[src/rtl/knn_dist_calc.sv]
// knn_dist_calc: streams labelled 2-D points against a latched test point and
// emits the saturated squared Euclidean distance of each accepted point three
// cycles after acceptance. Query control is IDLE -> RUN -> DRAIN -> IDLE.
module knn_dist_calc #(
   parameter int COORD_W = 16,
   parameter int DATA_W  = 32,
   parameter int LABEL   = 8,
   parameter int CNT_W   = 16
) (
   input  logic               clk,
   input  logic               rst,
   input  logic               start,
   input  logic [CNT_W-1:0]   n_points,
   input  logic [COORD_W-1:0] test_x,
   input  logic [COORD_W-1:0] test_y,
   input  logic [COORD_W-1:0] in_x,
   input  logic [COORD_W-1:0] in_y,
   input  logic [LABEL-1:0]   in_label,
   input  logic               in_valid,
   output logic               in_ready,
   output logic [DATA_W-1:0]  Dist_candidate,
   output logic [LABEL-1:0]   label_candidate,
   output logic               valid,
   output logic               busy,
   output logic               done
);

   localparam int DIFF_W = COORD_W + 1;
   localparam int PROD_W = 2 * DIFF_W;
   localparam int SUM_W  = PROD_W + 1;

   typedef enum logic [1:0] {
      IDLE  = 2'd0,
      RUN   = 2'd1,
      DRAIN = 2'd2
   } state_t;

   state_t              state_q, state_d;
   logic [CNT_W-1:0]    n_q, n_d, acc_q, acc_d;
   logic [COORD_W-1:0]  tx_q, tx_d, ty_q, ty_d;
   logic                in_ready_q, in_ready_d;
   logic                busy_q, busy_d;
   logic                done_q, done_d;
   logic                accept_s;

   // Pipeline: S1 differences, S2 squares, S3 saturated sum (output regs).
   logic [DIFF_W-1:0]   dx_s, dy_s;
   logic [PROD_W-1:0]   dx_ext_s, dy_ext_s;
   logic [SUM_W-1:0]    sum_s;
   logic [DATA_W-1:0]   dist_s;
   logic [DIFF_W-1:0]   s1_dx_q, s1_dy_q;
   logic [LABEL-1:0]    s1_lbl_q, s2_lbl_q, lbl_q;
   logic                s1_v_q, s2_v_q, valid_q;
   logic [PROD_W-1:0]   s2_sx_q, s2_sy_q;
   logic [DATA_W-1:0]   dist_q;

   // in_ready_q is only ever high in RUN, so this alone qualifies an accept.
   assign accept_s = in_valid & in_ready_q;

   // Two's-complement differences, one bit wider so no overflow is possible.
   assign dx_s = {in_x[COORD_W-1], in_x} - {tx_q[COORD_W-1], tx_q};
   assign dy_s = {in_y[COORD_W-1], in_y} - {ty_q[COORD_W-1], ty_q};

   // Sign-extend to the product width; the square is non-negative and fits.
   assign dx_ext_s = {{DIFF_W{s1_dx_q[DIFF_W-1]}}, s1_dx_q};
   assign dy_ext_s = {{DIFF_W{s1_dy_q[DIFF_W-1]}}, s1_dy_q};
   assign sum_s    = {1'b0, s2_sx_q} + {1'b0, s2_sy_q};

   // Clamp the sum to the largest representable distance.
   always_comb begin
      dist_s = sum_s[DATA_W-1:0];
      if (sum_s[SUM_W-1:DATA_W] != {(SUM_W-DATA_W){1'b0}}) begin
         dist_s = {DATA_W{1'b1}};
      end else begin
         dist_s = sum_s[DATA_W-1:0];
      end
   end

   // Next-state and control outputs of the query FSM.
   always_comb begin
      state_d = state_q;
      n_d     = n_q;
      acc_d   = acc_q;
      tx_d    = tx_q;
      ty_d    = ty_q;
      busy_d  = busy_q;
      done_d  = 1'b0;
      case (state_q)
         IDLE: begin
            if (start) begin
               tx_d    = test_x;
               ty_d    = test_y;
               n_d     = n_points;
               acc_d   = {CNT_W{1'b0}};
               busy_d  = 1'b1;
               state_d = (n_points == {CNT_W{1'b0}}) ? DRAIN : RUN;
            end else begin
               state_d = IDLE;
            end
         end
         RUN: begin
            if (accept_s) begin
               acc_d = acc_q + CNT_W'(1);
               if ((acc_q + CNT_W'(1)) == n_q) begin
                  state_d = DRAIN;
               end else begin
                  state_d = RUN;
               end
            end else begin
               state_d = RUN;
            end
         end
         DRAIN: begin
            // done_q high means the pulse is out; return to IDLE next.
            if (done_q) begin
               state_d = IDLE;
            end else if (!s1_v_q && !s2_v_q) begin
               done_d = 1'b1;
               busy_d = 1'b0;
            end else begin
               state_d = DRAIN;
            end
         end
         default: begin
            state_d = IDLE;
            busy_d  = 1'b0;
         end
      endcase
      in_ready_d = (state_d == RUN) && (acc_d < n_d);
   end

   // Query control registers.
   always_ff @(posedge clk) begin
      if (rst) begin
         state_q    <= IDLE;
         n_q        <= {CNT_W{1'b0}};
         acc_q      <= {CNT_W{1'b0}};
         tx_q       <= {COORD_W{1'b0}};
         ty_q       <= {COORD_W{1'b0}};
         in_ready_q <= 1'b0;
         busy_q     <= 1'b0;
         done_q     <= 1'b0;
      end else begin
         state_q    <= state_d;
         n_q        <= n_d;
         acc_q      <= acc_d;
         tx_q       <= tx_d;
         ty_q       <= ty_d;
         in_ready_q <= in_ready_d;
         busy_q     <= busy_d;
         done_q     <= done_d;
      end
   end

   // Three-stage distance pipeline; outputs hold their value between valids.
   always_ff @(posedge clk) begin
      if (rst) begin
         s1_v_q   <= 1'b0;
         s1_dx_q  <= {DIFF_W{1'b0}};
         s1_dy_q  <= {DIFF_W{1'b0}};
         s1_lbl_q <= {LABEL{1'b0}};
         s2_v_q   <= 1'b0;
         s2_sx_q  <= {PROD_W{1'b0}};
         s2_sy_q  <= {PROD_W{1'b0}};
         s2_lbl_q <= {LABEL{1'b0}};
         valid_q  <= 1'b0;
         dist_q   <= {DATA_W{1'b0}};
         lbl_q    <= {LABEL{1'b0}};
      end else begin
         s1_v_q   <= accept_s;
         s1_dx_q  <= dx_s;
         s1_dy_q  <= dy_s;
         s1_lbl_q <= in_label;
         s2_v_q   <= s1_v_q;
         s2_sx_q  <= dx_ext_s * dx_ext_s;
         s2_sy_q  <= dy_ext_s * dy_ext_s;
         s2_lbl_q <= s1_lbl_q;
         valid_q  <= s2_v_q;
         if (s2_v_q) begin
            dist_q <= dist_s;
            lbl_q  <= s2_lbl_q;
         end
      end
   end

   assign in_ready        = in_ready_q;
   assign busy            = busy_q;
   assign done            = done_q;
   assign valid           = valid_q;
   assign Dist_candidate  = dist_q;
   assign label_candidate = lbl_q;

endmodule

[config.mk]
export PLATFORM = sky130hd
export DESIGN_NAME = knn_dist_calc
export DESIGN_NICKNAME = d
export VERILOG_FILES = /design/src/rtl/knn_dist_calc.sv
export SDC_FILE = /design/constraint.sdc
export NUM_CORES = 2
export LEC_CHECK = 0
export CAP_MARGIN = 30
export CORE_MARGIN = 8
export CORE_UTILIZATION = 69
export DETAILED_ROUTE_END_ITERATION = 10
export PLACE_DENSITY = 0.89
export SYNTH_ARGS = -nofsm -noshare
export SYNTH_HDL_FRONTEND = slang
export SYNTH_SLANG_ARGS = --single-unit
[constraint.sdc]
create_clock -name clk -period 14.3 [get_ports clk]
set_input_delay 2.145 -clock clk [delete_from_list [all_inputs] [get_ports clk]]
set_output_delay 2.145 -clock clk [all_outputs]
set_load 0.02 [all_outputs]
### Word-level counts from Yosys, hierarchy flattened

Cells that the tools add are included.

* bits in read-only memories: 0
* output and inout bits: 44
* memories kept: 0
* logic and storage cells: 64
* bits in latches: 0
* register bits after elaboration: 230
* input port bits: 92
* memory bits (writable): 0

* shift operators: 0
* reduce and logical (&&, ||, !) cells: 10
* divide/modulo/power cells: 0
* equality and inequality tests: 7
* $mul: 2
* bitwise operators: 3
* add/sub/neg operators: 4
* muxes and demuxes: 18
* $lt $le $gt $ge: 1

Operators with widths (number)
* 17-bit by 17-bit multiplier with 34-bit output: 2
* 16-bit 2-to-1 mux: 4
* 34-bit by 34-bit adder with 35-bit output: 1
* 16-bit by 16-bit subtractor with 17-bit output: 2
* 32-bit 2-to-1 mux: 1
* 16-bit one-hot mux with 2 select lines: 1
* 16-bit by 1-bit adder with 16-bit output (second input constant): 1
* 16-bit == test: 1
* 16-bit logical NOT: 1
* 16-bit < comparator: 1
* 2-bit 2-to-1 mux: 6
* 2-bit inequality test (second input constant): 3
* 2-bit one-hot mux with 3 select lines: 1
* 2-bit by 1-bit == test with 1-bit output (second input constant): 2
* 1-bit 2-to-1 mux: 4
* 4-bit AND reduction: 1
* 1-bit one-hot mux with 3 select lines: 1
* 3-bit nonzero test: 1
* 3-bit OR reduction: 1
* 2-bit == test (second input constant): 1
* 1-bit logical AND: 2
* 1-bit logical NOT: 2
* 2-bit logical NOT: 1
* 1-bit NOT: 2
* 2 further kinds: 2

### Longest topological paths before layout

* word-level depth: 7
* depth in mapped cells: 24
* depth with buffers taken out: 23

### Least setup slack after synthesis

No wires, ideal clock.

* kind: reg2reg
* from: reg s1_dy_q[16]
* to: reg s2_sy_q[32]
* period minus slack after synthesis: 6.564 ns
* required time: 14.179 ns
* setup time: 0.121 ns
* buffers on the path: 2
* arrival: 6.444 ns
* path slack: 7.736 ns
* cell stages (with the launch flop): 21
* cells stage by stage: dfxtp_1 clkbuf_1 clkbuf_1 and2_1 fa_1 fa_1 fa_1 fa_1 fa_1 inv_1 fa_1 inv_1 ha_1 and3_1 and2_1 a221o_1 a21o_1 a21o_1 a21o_1 a41oi_1 mux2_2

* longest elaborated chain between the ends: 1

Ends and longest elaborated chain
* start, declared: RTL line 51 `logic [DIFF_W-1:0] s1_dx_q, s1_dy_q;`
* start signal, assigned: RTL line 160 `s1_dy_q <= {DIFF_W{1'b0}};`
* start signal, assigned: RTL line 172 `s1_dy_q <= dy_s;`
* 17-bit by 17-bit multiplier with 34-bit output: RTL line 176 `s2_sy_q <= dy_ext_s * dy_ext_s;`
* end signal, assigned: RTL line 164 `s2_sy_q <= {PROD_W{1'b0}};`
* end signal, assigned: RTL line 176
* end, declared: RTL line 54 `logic [PROD_W-1:0] s2_sx_q, s2_sy_q;`

Every way passes these cells.
A chain may end at the register's enable or synchronous reset.

### Worst setup path after layout

* from: reg s1_dy_q[15]
* to: reg s2_sy_q[32]

Same word-level chain as after synthesis.

==> summary.md <==
| Metric | Value |
|---|---|
| Max-cap viol count | 0 |
| First DRT Iteration DRCs | 1482 |
| Initial antenna violation count | 2 |
| Fmax | 0.139 GHz |
| Initial Utilization | 69.3% |
| Reg2reg setup slack | 7100 ps |
| Cell Rows | 77 |
| Hold Path Class | reg -> reg |
| Worst-Margin Slew | 1020 ps |
| Core footprint | 43900 um2 |
| Register area | 4570 um2 |
| Mapped Nets | 4207 |
| Area occupied by multi-input gates | 22800 um2 |
| Residual DRC count | 0 |
| Reg2reg end | s2_sy_q[32]$_SDFF_PP0_ |
| Global-route wire length before repair | 121000 um |
| Synth Flop Type | dfxtp_1 |
| Unique masters post-synth | 83 |
| Die Y-Extent | 226 um |
| CP arrival | 7660 ps |
| CTS tree | yes |
| Min-delay src | s1_lbl_q[2]$_SDFF_PP0_ |
| Avg WL per Cell | 18.4 um |
| Fin crit period | 7200 ps |
| Max clock buf depth | 3 |
| Final Wtd Congestion | 0.945 |
| LEAKAGE | 16.7 nW |
| DIE WIDTH | 226 um |
| Post-CTS Hold Fix Bufs | 0 |
| I/O Buffers | 135 |
| Total Die Area | 51100 um2 |
| Clock root cell | clkbuf_16 |
| Hold EP | s2_lbl_q[2]$_SDFF_PP0_ |
| Hpwl dp | 59500 um |
| Share of cells above drive strength 1 | 3.88% |
| Gr usage total | 29.4% |
| Period utilization | 50.4% |
| Clk_skew | 22.5 ps |
| Pin count of the biggest net entering global routing | 89 |
| RSZ-0062 raised after global routing | false |
| Gr ovfl total | 0 |
| Detail Route Antenna Nets | 0 |
| Largest area contributor in the netlist | fa_1 |
| Share of the synthesized area in the top cell type | 35.0% |
| Status | complete, no violations |
| Area growth syn-to-layout | 8.78% |
| Htree depth | 1 |
| R2R depth | 21 |
| Final hold vios | 0 |
| Synth async-reset ratio | 0% |
| Clock Latency Late Sink | 570 ps |
| Setup Total Neg Slack | 0 ps |
| Mapped cell area | 30500 um2 |
| Cells on Worst Hold Path | 1 |
| Setup violators final | 0 |
| Top-Level Pins | 136 |
| Yosys warnings | 0 |
| Critical Path End Type | flip-flop |
| Slew Limit Fails | 0 |
| Avg Inst Size Synth | 9.19 um2 |
| WS Path Type | reg -> reg |
| Final core occ | 75.4% |
| Total iterations of the first detailed-routing run | 5 |
| Net count, final | 4275 |
| Leading post-synthesis cells by cell area | fa_1 (35%), dfxtp_1 (15%), ha_1 (11%), inv_1 (8.8%), nand2_1 (3.4%) |
| CP required | 14760 ps |
| Syn Inst Count | 3314 |
| N_diodes | 0 |
| Via count | 22.9k |
| Post_cts resized | 0 |
| Post-CTS setup buffers | 0 |
| Relative slew slack | 32.2% |
| Total Wirelength | 73300 um |
| Clock slew at reported path FFs | 60 ps |
| Crit-path max FO | 17 |
| TritonCTS Buffers | 27 |
| Seq/Total Area, Yosys | 15.0% |
| Sink Count | 228 |
| Maximum VDD drop | 0.192 mV |
| Seq cells post-synth | 228 |
| Critical Path Source Type | flip-flop |
| Vias in the first global route | 25.1k |
| Vias/cell | 5.73 |
| Pwr dens | 172 nW/um2 |
| R2R Path Start | s1_dy_q[15]$_SDFF_PP0_ |
| Fill count | 2987 |
| Post-synth EDFFs | 0 |
[layout make-up]
cell class | instances | share of cell area, %
Multi-Input combinational cell | 2267 | 68.8
Timing Repair Buffer | 143 | 4.37
Clock inverter | 11 | 0.449
Tap cell | 592 | 2.24
Sequential cell | 228 | 13.8
Clock buffer | 37 | 2.27
Inverter | 715 | 8.10
[per-layer routing]
layer	vias up	routed length [um]	part of all wire (%)	GRT usage (%)
met3	221	5010	6.8	4.92
li1	10400	-	-	-
met5	-	13	0.018	0
met2	879	36900	50	51.9
met1	11400	28300	39	35.6
met4	2	3140	4.3	11.5
[stage by stage]
stage	cell area, um2	worst slack (ps)	hold WS (ps)	cells	total power, mW
final	33100	7100	433	3993	5.71
after global routing	33100	6820	457	3993	6.29
after CTS	33100	6990	435	3991	5.70
after detailed placement	32200	7000	429	3943	4.94
after global placement	32200	7310	415	3943	4.69
after floorplan	30500	7740	414	3314	3.96
[report_power, final]
part,internal [mW],switching [mW]
registers,0.749,0.111
clock network,0.422,0.290
logic,1.72,2.42
total,2.89,2.82
[worst max path at each step]
stage               slack (ps)                   start  cells past startpoint                      to
global route              6820  s1_dy_q[15]$_SDFF_PP0_                     21  s2_sy_q[31]$_SDFF_PP0_
CTS                       6990  s1_dy_q[16]$_SDFF_PP0_                     18  s2_sy_q[32]$_SDFF_PP0_
finish                    7100  s1_dy_q[15]$_SDFF_PP0_                     21  s2_sy_q[32]$_SDFF_PP0_
floorplan                 7740  s1_dy_q[16]$_SDFF_PP0_                     20  s2_sy_q[32]$_SDFF_PP0_
detailed placement        7000  s1_dy_q[16]$_SDFF_PP0_                     18  s2_sy_q[32]$_SDFF_PP0_
global placement          7310  s1_dy_q[16]$_SDFF_PP0_                     18  s2_sy_q[32]$_SDFF_PP0_
[cells in the mapped netlist (8+ instances only)]
| library cell | n |
|---|---|
| o31ai_1 | 10 |
| a31o_2 | 14 |
| mux2i_1 | 27 |
| dfxtp_1 | 228 |
| a211oi_2 | 31 |
| and3_1 | 19 |
| and2_1 | 122 |
| nor2b_1 | 72 |
| a211o_1 | 9 |
| o211ai_1 | 8 |
| ha_1 | 268 |
| xor2_1 | 52 |
| o21a_1 | 20 |
| nand2b_1 | 20 |
| a211oi_1 | 16 |
| nor3_1 | 35 |
| inv_1 | 713 |
| a31oi_1 | 18 |
| nor4_1 | 8 |
| o21bai_1 | 10 |
| clkbuf_1 | 91 |
| mux2_2 | 9 |
| o21ai_0 | 75 |
| a21oi_1 | 119 |
| nand3_1 | 29 |
| nand4_1 | 13 |
| or2_2 | 10 |
| a21o_1 | 48 |
| nand2_1 | 272 |
| fa_1 | 533 |
| nor2_1 | 218 |
| xnor2_1 | 97 |
[cells by family after synthesis]
kind of cell / after synthesis / synth area share [%]
buf+inv: 819 / 10.2
xor+xnor: 149 / 4.29
fa+ha+maj: 801 / 46.0
flops: 228 / 15.0
simple gates: 849 / 13.4
compound gates: 432 / 9.85
mux: 36 / 1.22
[worst max-delay path: stages (launching register included)]
cell	delay, ps
dfxtp_1	810
inv_1	320
nor2_1	320
fa_1	480
inv_1	90
fa_1	420
inv_1	80
fa_1	440
fa_1	430
fa_1	540
inv_1	60
fa_1	480
inv_1	40
ha_1	360
a21o_1	200
a21o_1	180
a21oi_1	190
o21ai_0	110
a31oi_1	490
o21ai_1	340
a41oi_1	350
mux2_2	360
[registers in the layout, indices dropped and copies added, names as in the netlist, 16 cells and up]
name	cells
acc_q	16
s1_dy_q	17
s2_sy_q	33
n_q	16
tx_q	16
Dist_candidate	32
s1_dx_q	17
s2_sx_q	33
ty_q	16
[placed cells by master (no fill, tap or decap), drive strengths merged, types with 80 or more instances in the layout]
cell	n
o21ai	80
ha	268
clkdlybuf4s50	134
dfxtp	228
xnor2	97
fa	533
a21oi	119
and2	123
nand2	272
nor2	218
inv	715
(Power assumes the default switching activity.)
